==> config.mk <==
export PLATFORM = sky130hd
export DESIGN_NAME = regfile_scoreboard
export DESIGN_NICKNAME = d
export VERILOG_FILES = /design/src/rtl/regfile_scoreboard.sv
export SDC_FILE = /design/constraint.sdc
export NUM_CORES = 1
export LEC_CHECK = 0
export CORE_MARGIN = 2
export CORE_UTILIZATION = 52
export DETAILED_ROUTE_END_ITERATION = 10
export HOLD_SLACK_MARGIN = 0.08
export PLACE_DENSITY = 0.86
export SYNTH_ARGS = -nofsm -noshare
export SYNTH_HDL_FRONTEND = slang
export SYNTH_SLANG_ARGS = --single-unit
==> constraint.sdc <==
create_clock -name clk -period 4 [get_ports clk]
set_input_delay 0.4 -clock clk [delete_from_list [all_inputs] [get_ports clk]]
set_output_delay 0.4 -clock clk [all_outputs]
set_load 0.01 [all_outputs]
==> src/rtl/regfile_scoreboard.sv <==
// regfile_scoreboard: per-register pending-write tracker that gates issue
// into the register-file read stage. Stalls on RAW, WAW and in-flight limit.
// Optional feature macro: SCOREBOARD_WB_BYPASS_EN (a same-cycle writeback
// releases its register for hazard checks; requires a write-first regfile).
module regfile_scoreboard #(
  parameter int unsigned NUM_REGS     = 32,
  parameter int unsigned MAX_INFLIGHT = 4,
  parameter int unsigned CNT_W        = 4
) (
  input  logic                clk,
  input  logic                rst,
  input  logic                issue_valid,
  output logic                issue_ready,
  input  logic [4:0]          issue_rs1,
  input  logic [4:0]          issue_rs2,
  input  logic [4:0]          issue_rd,
  input  logic                issue_use_rs1,
  input  logic                issue_use_rs2,
  input  logic                issue_rd_we,
  input  logic                wb_valid,
  input  logic [4:0]          wb_rd,
  input  logic                flush,
  output logic [NUM_REGS-1:0] busy_mask,
  output logic [CNT_W-1:0]    inflight,
  output logic                full,
  output logic                err_wb_unpending
);

  localparam int unsigned IDX_W = 5;
  localparam logic [CNT_W-1:0] MAX_CNT = CNT_W'(MAX_INFLIGHT);

  logic                wb_hit;
  logic                wb_err;
  logic [NUM_REGS-1:0] clr_vec;
  logic [NUM_REGS-1:0] set_vec;
  logic [NUM_REGS-1:0] eff_busy;
  logic [CNT_W-1:0]    eff_cnt;
  logic                raw1;
  logic                raw2;
  logic                waw;
  logic                cap;
  logic                fire;
  logic                set_en;

  // Writeback classification, hazard terms and issue handshake.
  always_comb begin
    wb_hit   = wb_valid & (wb_rd != IDX_W'(0)) & busy_mask[wb_rd];
    wb_err   = wb_valid & (wb_rd != IDX_W'(0)) & ~busy_mask[wb_rd];
    clr_vec  = '0;
    if (wb_hit) clr_vec[wb_rd] = 1'b1;
`ifdef SCOREBOARD_WB_BYPASS_EN
    // A register retiring this cycle is already visible as written.
    eff_busy = busy_mask & ~clr_vec;
    eff_cnt  = inflight - CNT_W'(wb_hit);
`else
    eff_busy = busy_mask;
    eff_cnt  = inflight;
`endif
    raw1 = issue_use_rs1 & (issue_rs1 != IDX_W'(0)) & eff_busy[issue_rs1];
    raw2 = issue_use_rs2 & (issue_rs2 != IDX_W'(0)) & eff_busy[issue_rs2];
    waw  = issue_rd_we & (issue_rd != IDX_W'(0)) & eff_busy[issue_rd];
    cap  = issue_rd_we & (issue_rd != IDX_W'(0)) & (eff_cnt == MAX_CNT);
    issue_ready = ~rst & ~flush & ~raw1 & ~raw2 & ~waw & ~cap;
    full        = ~rst & (inflight == MAX_CNT);
    fire        = issue_valid & issue_ready;
    set_en      = fire & issue_rd_we & (issue_rd != IDX_W'(0));
    set_vec     = '0;
    if (set_en) set_vec[issue_rd] = 1'b1;
  end

  // State update with priority rst > flush > set/clear.
  always_ff @(posedge clk) begin
    if (rst) begin
      busy_mask        <= '0;
      inflight         <= '0;
      err_wb_unpending <= 1'b0;
    end else if (flush) begin
      busy_mask <= '0;
      inflight  <= '0;
    end else begin
      busy_mask <= (busy_mask & ~clr_vec) | set_vec;
      inflight  <= inflight + CNT_W'(set_en) - CNT_W'(wb_hit);
      if (wb_err) err_wb_unpending <= 1'b1;
    end
  end

endmodule

== Yosys cells after proc, flatten, opt, wreduce, memory -nomap -nowiden ==
Cells that the tools add are included.
Cells by class
  add/subtract/negate cells: 2
  magnitude comparators: 6
  eq/ne operators: 1
  mux-type cells: 14
  bitwise operators: 29
  reductions and logical operators: 8
Operators with widths (count)
  $mux W32: 2
  $and A32 B32 Y32: 1
  $not A32 Y32: 1
  $or A32 B32 Y32: 1
  $lt A5 B6 Y1 const B: 4
  $bmux W1 S5: 4
  $reduce_bool A5 Y1: 4
  $and A1 B1 Y1: 19
  $demux W1 S5: 2
  $ge A5 B1 Y1 const B: 2
  $not A1 Y1: 7
  $mux W1: 6
  $add A4 B1 Y4: 1
  $eq A4 B3 Y1 const B: 1
  $sub A4 B1 Y4: 1
  $logic_and A1 B1 Y1: 2
  $reduce_and A2 Y1: 1
  $reduce_or A2 Y1: 1
Word-level totals
  register bits: 37
  input bits: 28
  logic and storage cells: 63

== Depth between registers and ports, before layout ==
  depth in word-level cells: 13
  depth in mapped cells: 15

== Worst setup path after synthesis ==
OpenSTA, ideal clock, no wires.
  path type: input-to-reg
  from: input issue_rs1[1]
  to: register inflight[2]
  library setup time: 0.115 ns
  arrival time: 3.169 ns
  setup slack: 0.717 ns
  stages on the path: 13
  cell sequence: clkbuf_1 -> mux4_2 -> nor2_1 -> a211oi_1 -> o311ai_1 -> nand2_1 -> or3b_1 -> ha_1 -> inv_1 -> ha_1 -> fa_1 -> xnor2_1 -> nor2_1
Between the ends
  longest elaborated chain between the ends: 13
RTL lines
  from (decl): RTL line 14  | input logic [4:0] issue_rs1,
  $bmux W1 S5 or $reduce_bool A5 Y1 (tied branches): RTL line 59  | raw1 = issue_use_rs1 & (issue_rs1 != IDX_W'(0)) & eff_busy[issue_rs1];
  $mux W1 (not written as such) or $and A1 B1 Y1 (tied branches): RTL line 59
  $and A1 B1 Y1 *: RTL line 59
  $not A1 Y1 *: RTL line 63  | issue_ready = ~rst & ~flush & ~raw1 & ~raw2 & ~waw & ~cap;
  $and A1 B1 Y1 * (4 in a row): RTL line 63
  $and A1 B1 Y1 *: RTL line 65  | fire = issue_valid & issue_ready;
  $and A1 B1 Y1 * (2 in a row): RTL line 66  | set_en = fire & issue_rd_we & (issue_rd != IDX_W'(0));
  $add A4 B1 Y4 *: RTL line 82  | inflight <= inflight + CNT_W'(set_en) - CNT_W'(wb_hit);
  $sub A4 B1 Y4 *: RTL line 82
  to (signal assigned): RTL line 82
  to (decl): RTL line 24  | output logic [CNT_W-1:0] inflight,
Mark *: on every way between the ends. The rest lies on a longest branch, timed or not. The select of a mux whose other input is x is not followed.
A chain may end at the register's enable or synchronous reset.

== Final worst setup path ==
  from: input issue_rs1[0]
  to: register inflight[2]
The elaborated chain is that of the path after synthesis.

==> results.yml <==
global_route:
  grt_max_degree: 32
  track_usage_pct: 34.1
  antenna_found_initial: 0
  grt_pass1_vias: 3099
  grt-ovfl-total: 0
  grt_pass1_wl_mm: 16.8
drt:
  first_pass_iters: 6
  vias: 3477
  routed_wl_mm: 10.8
  wl_per_cell_microns: 21.7
  drt-vias-per-instance: 6.97
  drc: 0
  ant_nets: 0
  drt_iter0_drc: 652
logic_synthesis:
  synthXorXnorAreaFrac_pct: 0.563
  yosys.area_share.simple_pct: 23.6
  syn_avg_cell_area_sq_um: 8.47
  syn_nets: 401
  ys_warn_count: 0
  synthCells: 367
  synth-compound-area-share_pct: 20.8
  synth_mux_area_share_pct: 22.8
  synthAdderAreaFrac_pct: 2.66
  synth_ff_type: "dfxtp_1"
  synth_seq_cells: 37
  ys_types: 53
  synth_top_family_by_area: "simple AND/OR/NAND/NOR gates"
  synth-async-reset-ratio_pct: 0
  netlist_area_sq_mm: 0.00311
  ys_seq_area_share_pct: 23.8
  synth-edff-count: 0
worst_setup_path:
  path_buf_inv: 2
  max_stage_delay_ns: 0.55
  cp_data_arrival_time_ns: 3.95
  cp_top_family: "adder cells"
  cpMaxStageDelayCell: "clkdlybuf4s50_1"
  critical_path_peak_fanout: 3
  required_ns: 4.20
  crit_path_end_kind: "flop"
  crit_type: "primary input to flop"
  start_kind: "primary input"
  path_cells: "clkdlybuf4s50_1 -> mux4_2 -> mux2i_1 -> nor2_1 -> o311ai_1 -> nand2_1 -> or3b_1 -> ha_1 -> inv_1 -> ha_1 -> fa_1 -> xnor2_1 -> nor2_1"
floorplan:
  die_w_microns: 81.3
  ioPinCount: 67
  fp.dieH_microns: 81.3
  start_util_pct: 53.1
  die_area_sq_mm: 0.00661
  rows: 28
  core_area_sq_mm: 0.00585
clock_network:
  clock_sinks: 37
  clk_path_buf_depth: 2
  cts_hold_buf: 0
  ctsResizeCount: 0
  cts_tree: "yes"
  cts_max_level: 2
  post_cts_buffers: 0
  clk_latency_ns: 0.30
  cts_root_buffer: "clkbuf_8"
  cts_made_buffers: 5
  path_clk_slew_ns: 0.08
layout:
  layout-drive-gt1-share_pct: 15.1
  fin_util_pct: 67.2
  final_area_sq_mm: 0.00393
  diodes: 0
  final_cells: 499
  layout-area-overhead-vs-synth_pct: 26.5
  nNetsFinal: 457
power:
  power_density_mw_per_mm2: 205
  max-vdd-ir-drop_mv: 0.143
  finalPower_uw: 806
  leakagePower_nw: 1.25
timing:
  slew_headroom_pct: 45.4
  worst_clock_skew_ns: 0.00620
  timing.final.crit_period_ns: 3.76
  setup_viol_count_final: 0
  report.final.slew_viol_count: 0
  hold_viol: 0
  rsz0062_at_grt: "false"
  tightest_slew_ns: 0.818
  clock.fmax_ghz: 0.266
  finalCritPeriodShare_pct: 93.9
job:
  max-cap-violations: 0
hold_path:
  hold_class: "flop to flop"
placement:
  dp_cells: 491
  dp_hpwl_mm: 7.76
  place_area_sq_mm: 0.00384
  gp_congestion: 0.950
  io_buffers: 66
status:
  status: "finished, final reports clean"
[stage by stage]
step           TNS, ns  hold slack [ns]  worst slack [ns]
2_1_floorplan        0            0.472             0.717
3_3_place_gp         0            0.464            0.0233
3_5_place_dp   -0.0193            0.479           -0.0193
4_1_cts              0            0.498             0.259
5_1_grt              0            0.534            0.0597
6_report             0            0.496             0.244
[registers in the layout (all words and copies together) (netlist names)]
| signal | cells |
|---|---|
| err_wb_unpending | 1 |
| inflight | 4 |
| busy_mask | 32 |
[layer usage]
layer	vias to the layer above	GRT usage, %	routed length [microns]
met5	-	0	0
met4	0	17.8	655
met3	67	7.00	1380
met2	296	52.5	4760
met1	1607	45.0	4050
li1	1507	-	-
[logic make-up (layout without fill, tap and decap cells)]
kind of cell	count (synthesis)	in the layout
DFF	37	37
adders and majority gates	6	6
muxes	40	40
buffers and inverters	43	100
and+or+nand+nor	145	145
AOI/OAI and AO/OA	94	94
xor gates and xnor gates	2	2
[tightest hold or removal path, stage by stage (launching register included)]
cell and delay, ns:
dfxtp_1 0.34, nor2_1 0.05, nor2_1 0.07
[report_power, final]
group          switching, mW  total (mW)  internal (mW)  leakage (nW)
logic                 0.0906       0.155         0.0647         0.906
registers           0.000937       0.370          0.369         0.298
clock network          0.157       0.280          0.124        0.0445
[layout make-up]
type / count / area, sq um
Clock buffer: 5 / 68.8
Tap cell: 75 / 93.8
Timing Repair Buffer: 82 / 781
Sequential cell: 37 / 741
Inverter: 10 / 37.5
Multi-Input combinational cell: 287 / 2190
Fill cell: 444 / 1920
Clock inverter: 3 / 21.3
[final timing paths]
path                                               startpoint                            end  slack, ns  cells past startpoint
worst min-delay path            err_wb_unpending$_SDFFE_PP0P_  err_wb_unpending$_SDFFE_PP0P_       0.50                      2
worst max-delay path                             issue_rs1[0]         inflight[2]$_SDFF_PP0_       0.24                     13
worst max register to register        busy_mask[7]$_SDFF_PP0_         inflight[2]$_SDFF_PP0_       0.55                     12
worst min register to register  err_wb_unpending$_SDFFE_PP0P_  err_wb_unpending$_SDFFE_PP0P_       0.50                      2
[cell usage after synthesis (2+ instances only)]
library cell  number  area, sq um
nand2_1           44          165
dfxtp_1           37          741
nor3_1            34          170
o211ai_1          32          240
o21ai_1           30          150
mux4_2            24          541
clkbuf_1          22         82.6
nor2_1            15         56.3
inv_1             10         37.5
mux2i_1           10          100
buf_2              9         45.0
nor2b_1            9         56.3
nand2b_1           7         43.8
nand3_1            7         35.0
mux2_2             6         67.6
a211oi_1           5         37.5
ha_1               5         62.6
o21ai_0            5         25.0
a32oi_1            4         35.0
nand4_1            4         25.0
nand4b_1           4         35.0
or2_2              4         25.0
and2_1             3         18.8
and3_1             3         18.8
nor3b_1            3         22.5
a21oi_1            2         10.0
nand3b_1           2         15.0
or3_1              2         12.5
[placed cells by master, fill, tap and decap left out, types with 4 or more instances in the layout]
cell type and instances:
a211oi_1 5, a32oi_1 4, buf_4 16, clkbuf_8 5, clkdlybuf4s50_1 66, dfxtp_1 37, ha_1 5, inv_1 10
mux2_2 6, mux2i_1 10, mux4_2 24, nand2_1 44, nand2b_1 7, nand3_1 7, nand4_1 4, nand4b_1 4
nor2_1 14, nor2b_1 9, nor3_1 34, o211ai_1 32, o21ai_0 5, o21ai_1 30, or2_2 4
No activity file was read; power rests on OpenSTA's default activity.
